<file path="config.mk">
export PLATFORM = sky130hd
export DESIGN_NAME = topk_stream
export DESIGN_NICKNAME = d
export VERILOG_FILES = /design/src/rtl/global_defs.sv /design/src/rtl/topk_slot.sv /design/src/rtl/topk_stream.sv
export SDC_FILE = /design/constraint.sdc
export NUM_CORES = 2
export LEC_CHECK = 0
export ABC_AREA = 0
export BUFFER_PORTS_ARGS = -buffer_cell sky130_fd_sc_hd__buf_2
export CAP_MARGIN = 10
export CORE_ASPECT_RATIO = 1.4
export CORE_MARGIN = 1.5
export CORE_UTILIZATION = 35
export CTS_CLUSTER_SIZE = 28
export DETAILED_ROUTE_END_ITERATION = 6
export RECOVER_POWER = 100
export SYNTH_ARGS = -nofsm -noshare
export SYNTH_HDL_FRONTEND = slang
export SYNTH_SLANG_ARGS = --single-unit
export TNS_END_PERCENT = 100
</file>
<file path="constraint.sdc">
create_clock -name clk -period 17.9 [get_ports clk]
set_input_delay 3.58 -clock clk [delete_from_list [all_inputs] [get_ports clk]]
set_output_delay 3.58 -clock clk [all_outputs]
set_load 0.1 [all_outputs]
</file>
<file path="src/rtl/global_defs.sv">
// Shared types and default widths for the streaming top-K nearest-neighbour buffer.
package global_defs;

    localparam int KNN_K          = 8;
    localparam int KNN_DIST_WIDTH = 32;
    localparam int KNN_IDX_WIDTH  = 16;

    typedef struct packed {
        logic                      valid;
        logic [KNN_DIST_WIDTH-1:0] distance;
        logic [KNN_IDX_WIDTH-1:0]  index;
    } knn_entry_t;

    typedef enum logic [1:0] {
        ST_IDLE    = 2'd0,
        ST_COLLECT = 2'd1,
        ST_DRAIN   = 2'd2
    } topk_state_t;

endpackage

</file>
<file path="src/rtl/topk_slot.sv">
// One slot of the sorted buffer: compares a newcomer against its own entry and
// either holds, loads the newcomer, or takes the entry shifted down from above.
module topk_slot
    import global_defs::*;
#(
    parameter int DIST_WIDTH = KNN_DIST_WIDTH,
    parameter int IDX_WIDTH  = KNN_IDX_WIDTH
) (
    input  logic                  clk,
    input  logic                  rst,
    input  logic                  clear,
    input  logic                  ins_en,
    input  logic [DIST_WIDTH-1:0] new_distance,
    input  logic [IDX_WIDTH-1:0]  new_index,
    input  logic                  prev_takes,
    input  logic                  prev_valid,
    input  logic [DIST_WIDTH-1:0] prev_distance,
    input  logic [IDX_WIDTH-1:0]  prev_index,
    output logic                  slot_valid,
    output logic [DIST_WIDTH-1:0] slot_distance,
    output logic [IDX_WIDTH-1:0]  slot_index,
    output logic                  takes
);

    logic                  valid_q, valid_d;
    logic [DIST_WIDTH-1:0] distance_q, distance_d;
    logic [IDX_WIDTH-1:0]  index_q, index_d;

    // Strictly greater keeps equal distances in arrival order.
    assign takes = !valid_q || (distance_q > new_distance);

    always_comb begin
        valid_d    = valid_q;
        distance_d = distance_q;
        index_d    = index_q;
        if (clear) begin
            valid_d    = 1'b0;
            distance_d = '1;
            index_d    = '0;
        end else if (ins_en && prev_takes) begin
            valid_d    = prev_valid;
            distance_d = prev_distance;
            index_d    = prev_index;
        end else if (ins_en && takes) begin
            valid_d    = 1'b1;
            distance_d = new_distance;
            index_d    = new_index;
        end
    end

    always_ff @(posedge clk or posedge rst) begin
        if (rst) begin
            valid_q    <= 1'b0;
            distance_q <= '1;
            index_q    <= '0;
        end else begin
            valid_q    <= valid_d;
            distance_q <= distance_d;
            index_q    <= index_d;
        end
    end

    assign slot_valid    = valid_q;
    assign slot_distance = distance_q;
    assign slot_index    = index_q;

endmodule

</file>
<file path="src/rtl/topk_stream.sv">
// Streaming top-K selector: keeps the K smallest-distance candidates of a query
// in a sorted slot chain and drains them nearest-first after query_end.
module topk_stream
    import global_defs::*;
#(
    parameter int K          = KNN_K,
    parameter int DIST_WIDTH = KNN_DIST_WIDTH,
    parameter int IDX_WIDTH  = KNN_IDX_WIDTH
) (
    input  logic                   clk,
    input  logic                   reset,
    input  logic                   query_start,
    input  logic                   in_valid,
    output logic                   in_ready,
    input  logic [DIST_WIDTH-1:0]  in_distance,
    input  logic [IDX_WIDTH-1:0]   in_index,
    input  logic                   query_end,
    input  logic [DIST_WIDTH-1:0]  running_mean,
    output logic [DIST_WIDTH-1:0]  threshold,
    output logic [$clog2(K+1)-1:0] count,
    output logic                   out_valid,
    input  logic                   out_ready,
    output logic [DIST_WIDTH-1:0]  out_distance,
    output logic [IDX_WIDTH-1:0]   out_index,
    output logic [$clog2(K)-1:0]   out_rank,
    output logic                   out_last,
    output logic                   busy
);

    localparam int CW = $clog2(K+1);
    localparam int RW = $clog2(K);

    topk_state_t state_q, state_d;

    logic [CW-1:0]         count_q, count_d;
    logic                  out_valid_q, out_valid_d;
    logic                  out_last_q, out_last_d;
    logic [RW-1:0]         out_rank_q, out_rank_d;
    logic [DIST_WIDTH-1:0] out_distance_q, out_distance_d;
    logic [IDX_WIDTH-1:0]  out_index_q, out_index_d;
    logic [RW-1:0]         next_rank;
    logic                  clear;
    logic                  accept;

    logic [K-1:0]          slot_valid, slot_takes, prev_takes, prev_valid;
    logic [DIST_WIDTH-1:0] slot_distance [K];
    logic [DIST_WIDTH-1:0] prev_distance [K];
    logic [IDX_WIDTH-1:0]  slot_index [K];
    logic [IDX_WIDTH-1:0]  prev_index [K];

    for (genvar i = 0; i < K; i++) begin : g_slot
        if (i == 0) begin : g_prev
            assign prev_takes[i]    = 1'b0;
            assign prev_valid[i]    = 1'b0;
            assign prev_distance[i] = '0;
            assign prev_index[i]    = '0;
        end else begin : g_prev
            assign prev_takes[i]    = slot_takes[i-1];
            assign prev_valid[i]    = slot_valid[i-1];
            assign prev_distance[i] = slot_distance[i-1];
            assign prev_index[i]    = slot_index[i-1];
        end

        topk_slot #(
            .DIST_WIDTH (DIST_WIDTH),
            .IDX_WIDTH  (IDX_WIDTH)
        ) u_slot (
            .clk           (clk),
            .rst           (reset),
            .clear         (clear),
            .ins_en        (accept),
            .new_distance  (in_distance),
            .new_index     (in_index),
            .prev_takes    (prev_takes[i]),
            .prev_valid    (prev_valid[i]),
            .prev_distance (prev_distance[i]),
            .prev_index    (prev_index[i]),
            .slot_valid    (slot_valid[i]),
            .slot_distance (slot_distance[i]),
            .slot_index    (slot_index[i]),
            .takes         (slot_takes[i])
        );
    end

    always_comb begin
        state_d        = state_q;
        count_d        = count_q;
        out_valid_d    = out_valid_q;
        out_last_d     = out_last_q;
        out_rank_d     = out_rank_q;
        out_distance_d = out_distance_q;
        out_index_d    = out_index_q;
        next_rank      = out_rank_q + RW'(1);
        clear          = 1'b0;
        accept         = 1'b0;

        case (state_q)
            ST_IDLE: ;
            ST_COLLECT: begin
                accept = in_valid;
                if (query_end) state_d = ST_DRAIN;
            end
            ST_DRAIN: begin
                // out_valid stays high for the whole drain, so low here means first cycle.
                if (!out_valid_q) begin
                    if (count_q == '0) begin
                        state_d = ST_IDLE;
                    end else begin
                        out_valid_d    = 1'b1;
                        out_rank_d     = '0;
                        out_distance_d = slot_distance[0];
                        out_index_d    = slot_index[0];
                        out_last_d     = (count_q == CW'(1));
                    end
                end else if (out_ready) begin
                    if (out_last_q) begin
                        out_valid_d = 1'b0;
                        out_last_d  = 1'b0;
                        state_d     = ST_IDLE;
                    end else begin
                        out_rank_d     = next_rank;
                        out_distance_d = slot_distance[next_rank];
                        out_index_d    = slot_index[next_rank];
                        out_last_d     = ((CW'(next_rank) + CW'(1)) == count_q);
                    end
                end
            end
            default: state_d = ST_IDLE;
        endcase

        if (query_start) begin
            clear       = 1'b1;
            accept      = 1'b0;
            state_d     = ST_COLLECT;
            out_valid_d = 1'b0;
            out_last_d  = 1'b0;
            out_rank_d  = '0;
        end

        // Last slot takes the newcomer only when it is actually kept.
        if (clear) begin
            count_d = '0;
        end else if (accept && slot_takes[K-1] && (count_q != CW'(K))) begin
            count_d = count_q + CW'(1);
        end
    end

    always_ff @(posedge clk or posedge reset) begin
        if (reset) begin
            state_q        <= ST_IDLE;
            count_q        <= '0;
            out_valid_q    <= 1'b0;
            out_last_q     <= 1'b0;
            out_rank_q     <= '0;
            out_distance_q <= '0;
            out_index_q    <= '0;
        end else begin
            state_q        <= state_d;
            count_q        <= count_d;
            out_valid_q    <= out_valid_d;
            out_last_q     <= out_last_d;
            out_rank_q     <= out_rank_d;
            out_distance_q <= out_distance_d;
            out_index_q    <= out_index_d;
        end
    end

    assign in_ready     = (state_q == ST_COLLECT);
    assign busy         = (state_q != ST_IDLE);
    assign threshold    = slot_valid[K-1] ? slot_distance[K-1] : running_mean;
    assign count        = count_q;
    assign out_valid    = out_valid_q;
    assign out_last     = out_last_q;
    assign out_rank     = out_rank_q;
    assign out_distance = out_distance_q;
    assign out_index    = out_index_q;

endmodule

</file>
Yosys cells after proc, flatten, opt, wreduce, memory -nomap -nowiden:

Index checks and enable logic that the tools add are counted.
W data, S select, Z words.

* flip-flop bits (word level): 451
* input port bits: 86
* output and inout bits: 91
* word-level logic and storage cells: 216

* add/subtract/negate cells: 3
* $lt $le $gt $ge: 9
* eq/ne operators: 16
* mux-type cells: 114
* bitwise gates (word level): 1
* reductions and logical operators: 42

Operators by type and width (count)
* $mux W32: 30
* $mux W16: 29
* $gt A32 B32 Y1: 8
* $bmux W32 S3: 1
* $bmux W16 S3: 1
* $mux W1: 38
* $reduce_bool A3 Y1: 7
* $mux W3: 6
* $ne A4 B4 Y1 const B: 4
* $mux W2: 6
* $logic_and A1 B1 Y1: 9
* $ne A3 B3 Y1 const B: 3
* $logic_not A1 Y1: 8
* $logic_or A1 B1 Y1: 8
* $mux W4: 2
* $ne A2 B2 Y1 const B: 4
* $reduce_and A4 Y1: 2
* $reduce_bool A2 Y1: 4
* $pmux W2 S3: 1
* $reduce_and A5 Y1: 1
* $add A3 B1 Y4 const B: 1
* $add A4 B1 Y4 const B: 1
* $eq A4 B1 Y1 const B: 1
* $eq A4 B4 Y1: 1
* 9 further kinds: 9

Longest topological paths before layout:

* depth in word-level cells: 8
* depth in mapped cells: 13
* gate-level depth less buffers: 9

By module:

A second synthesis with hierarchy kept.

* cells, all modules: 4600
* area total of the unflattened synthesis: 43429.2 um2

By module, submodules not included
* topk_slot: times used 8, cells each 472, area each 4560.6 um2, sequential area each 1266.2 um2
* topk_stream: times used 1, cells each 824, area each 6944.2 um2, sequential area each 1476.4 um2

Least setup slack after synthesis:

OpenSTA, ideal clock, no wires.

* path kind: input-to-output
* start point: input running_mean[0]
* end point: output threshold[0]
* data arrival time: 4.051 ns
* required time: 14.320 ns
* slack: 10.269 ns
* stages: 1
* path buffers: 0
* path through: mux2_2

* longest elaborated chain between the ends: 1

RTL lines
* start, declared: RTL line topk_stream.sv:18 `input logic [DIST_WIDTH-1:0] running_mean,`
* $mux W32: RTL line topk_stream.sv:170 `assign threshold = slot_valid[K-1] ? slot_distance[K-1] : running_mean;`
* end, declared: RTL line topk_stream.sv:19 `output logic [DIST_WIDTH-1:0] threshold,`

No other way between the ends.

Final worst setup path:

* start point: input query_start
* end point: register g_slot[6].u_slot.index_q[2]

* longest elaborated chain between the ends: 4
* elaborated cells on any way between the ends: 7
* those cells by class: mux: 4; reduce/logical: 3

RTL lines
* start, declared: RTL line topk_stream.sv:12 `input logic query_start,`
* $mux W1: RTL line topk_stream.sv:131 `if (query_start) begin`
* $logic_and A1 B1 Y1: RTL line topk_slot.sv:40 `end else if (ins_en && prev_takes) begin`
* $mux W16: RTL line topk_slot.sv:40
* $mux W16: RTL line topk_slot.sv:36 `if (clear) begin`
* end signal, assigned: RTL line topk_slot.sv:59 `index_q <= index_d;`
* end, declared: RTL line topk_slot.sv:27 `logic [IDX_WIDTH-1:0] index_q, index_d;`

Several ways; a longest one is shown, not always the timed one.
A chain may end at the register's enable or synchronous reset.

==> results.ini <==
[placed_design]
dpl.cell_count=4091
globalplace.congestion=0.9137
dpl.hpwl_um=65690
port_buffers=176

[outcome]
status=finished with violations
violations=capacitance limit, slew limit

[yosys]
synth.mux.area_fraction_pct=19.92
post_synth_and_or_nand_nor_area_fraction_pct=11.48
seq_area_frac_synth_pct=38.18
syn_nets=3384
synth.distinct_cells=73
synth_top_family_by_area=multiplexers
post_synth_fa_ha_maj_area_fraction_pct=10.70
syn_area_per_cell_sq_um=10.01
register_bit_count_reported_by_yosys=451
syn_inst=3038
ys_dominant_reg_cell=dfstp_2
synth.yosys.warnings=0
synth_area_in_xor_xnor_pct=0.1152
synth_enable_flop_cells=0
synth_compound_gate_area_share_pct=14.92
postSynth.asyncResetShare_pct=100.0
synthesis.area_sq_um=30400

[global_route]
grt_use_total_pct=21.96
grt_max_degree=148
globalRouteOverflowTotal=0
grt_antenna_before_repair=6
vias_in_the_first_global_route=23795
grt_first_pass_wirelength_um=150700

[sta]
final_hold_viol_count=0
relSlewSlack_pct=-302.7
final.min_clock_period_ps=11110
max_slew_violation_count=1094
clock-skew-final_ps=23.37
finalSetupTns_ps=0
grt_setup_unrepaired=no
final.period_utilization_pct=62.06
clock.fmax_mhz=90.02
number_of_setup_violations_in_the_final_report=0
hold_slack_ps=479.1
max_slew.worst_pin.slew_ps=6007

[cts]
clock-root-buffer=clkbuf_16
cts_inserted_buffers=48
post_cts.repair.setup_buffers=0
cts_max_level=2
cts_resized=0
path_clk_slew_ps=60
tritoncts_num_sinks=451
clock_tree.buffer_depth=3
clk-insertion-delay-late_ps=630
clock_tree_from_tritoncts=done
hold_buffers=0

[cells_and_area]
synthToLayoutAreaGrowth_pct=9.738
finalNonFillerCells=4183
layout.cells.most_common_list=474 x nor2_1, 353 x mux2i_1, 340 x a21oi_1, 259 x ha_1, 256 x dfstp_2
n_fill_cell=8537
post_route_cells_drive_above_1_share_pct=19.26
layout_commonest_cell=nor2_1
finalCoreUtilization_pct=38.88
final_net_count=3391

[power_and_ir_drop]
power.share.switching_pct=35.39
power.sequential.fraction_pct=40.6
max-vdd-ir-drop_mv=0.07115
pwr-share-comb_pct=23.7
pwr-share-clk_pct=35.7
power_per_cell_area_nw_per_um2=90.22
power.static_leakage_nw=14.59
switching_power_w=0.001065
internal_power_w=0.001945

[routing]
detailedRoute.firstIterationViolations=1846
detail_route.wirelength_um=97540
viasPerCell=5.734
dr_total_vias=23987
route.antenna.remaining_nets=0
routed_wire_per_std_cell_um=23.32
drt-pass1-iter-count=6
drt_drc_violations_left=0

[floorplan]
std_cell_rows=127
floorplan.initialDensity_pct=35.43
die_h_um=351.7
die_area_sq_um=88660
floorplan.die.width_um=252.1
core_area_sq_um=85810
io_pins=177

[worst_setup_path]
critical_path_required_ps=18380
ff2ff_setup_slack_ps=10020
timing.critical_path.mode_cell=clkbuf_1
cp_slowest_stage_delay_ps=2240
worstPathMaxFanout=50
timing.critical_path.max_delay_family=buffers and inverters
crit_path_end_kind=flop
cp.arrival_ps=11590
cp.buffers_inverters=3
criticalPathCategory=in -> reg
critPathSlowestCell=clkbuf_1
crit_chain=clkbuf_1, nand3b_1, a31oi_1, o21ai_0, clkbuf_1, clkbuf_1, mux2i_1, a211oi_1
startpoint_type=input pin

[job]
max-cap-violations=18

[hold_path]
holdCritPathClass=reg -> reg

## cells by family after synthesis
| family | Yosys count |
|---|---|
| and+or+nand+nor | 772 |
| AOI/OAI and AO/OA | 737 |
| muxes | 481 |
| DFF | 451 |
| buffers and inverters | 333 |
| adders and majority gates | 260 |
| xor gates and xnor gates | 4 |
## sequential cells by signal, indices dropped and copies added, names as in the netlist
register,count
g_slot.u_slot.slot_index,128
g_slot.u_slot.slot_distance,256
out_index,16
state_q,2
out_last,1
count,4
out_valid,1
out_rank,3
g_slot.u_slot.slot_valid,8
out_distance,32
## stage by stage
stage / area (sq um) / setup WS [ps] / power, W
finish: 33360 / 6792 / 0.003010
global route: 33360 / 5444 / 0.003145
CTS: 33630 / 10100 / 0.003046
detailed placement: 31970 / 9667 / 0.001956
global placement: 31970 / 9659 / 0.001946
floorplan: 30400 / 2173 / 0.001759
## layout make-up
type	count	area, sq um	share of cell area (%)
diodes	3	7.507	0.02250
clock buffers	64	1361	4.081
clock inverters	25	299.0	0.8964
inverters	75	285.3	0.8552
multi-input cells	2254	17410	52.18
flip-flops and latches	451	11610	34.81
well taps	1096	1371	4.111
repair buffers	215	1017	3.049
## per-layer routing
layer  vias to the layer above  part of all wire, %  global-route usage, %
met5                         -                0.034                      0
met4                         6                  4.5                  9.532
met2                       643                   49                  37.15
met3                       193                  4.7                  3.048
met1                     11937                   42                  27.94
li1                      11208                    -                      -
## synthesized netlist by cell type (4+ instances only)
library cell  number  area (sq um)
a21o_1            19         142.6
buf_4             20         150.1
nand4_1           48         300.3
a31oi_1            6         37.54
dfstp_2          256          6726
ha_1             260          3253
nor4_1             8         50.05
inv_1             74         277.8
and4_1            11         96.34
a22oi_1            4         30.03
nand2_1          100         375.4
or3_1              4         25.02
nor4b_1           32         280.3
a221oi_1           5         43.79
o21ai_1            4         20.02
nor3_1            18         90.09
mux2_2            32         360.4
buf_2             62         310.3
a21boi_0           4         30.03
o21bai_1           4         30.03
nand2b_1           7         43.79
mux2i_1          353          3533
o21ai_0          126         630.6
dfrtp_1          195          4880
buf_1             21         78.83
a211oi_2           6         75.07
nor2b_1           14         87.58
nor2_1           473          1775
nand3_1           28         140.1
mux4_2            96          2162
o211ai_1           7         52.55
a21oi_1          340          1702
clkbuf_1         152         570.6
a211o_1           20         175.2
a211oi_1         121         908.4
o21a_1             5         37.54
a311oi_1          35         306.5
nand3b_1          17         127.6
## worst min-delay path: stages, from the launching register on
cell     delay (ps)
dfrtp_1         340
nand2_1          50
o21ai_0          60
## power groups by stage
stage	Combinational, W	Clock, W	Sequential [W]
final	0.000712	0.00108	0.00122
after global routing	0.000771	0.00114	0.00123
after CTS	0.000722	0.00110	0.00122
after detailed placement	0.000720	0	0.00124
after global placement	0.000712	0	0.00123
after floorplan	0.000399	0	0.00136
## final timing paths
| kind | depth (start not counted) | end | from |
|---|---|---|---|
| worst max-delay path | 8 | g_slot[6].u_slot.slot_index[2]$_DFFE_PP0P_ | query_start |
| worst min-delay path | 2 | out_distance[4]$_DFFE_PP0P_ | out_distance[4]$_DFFE_PP0P_ |
| worst max register to register | 9 | g_slot[2].u_slot.slot_index[2]$_DFFE_PP0P_ | g_slot[2].u_slot.slot_distance[17]$_DFFE_PP1P_ |
| worst min register to register | 2 | out_distance[4]$_DFFE_PP0P_ | out_distance[4]$_DFFE_PP0P_ |
| max in group asynchronous | 5 | g_slot[2].u_slot.slot_distance[14]$_DFFE_PP1P_ | reset |
| min in group asynchronous | 2 | g_slot[0].u_slot.slot_index[4]$_DFFE_PP0P_ | reset |
Note: power is estimated with default switching activity, not from simulation.
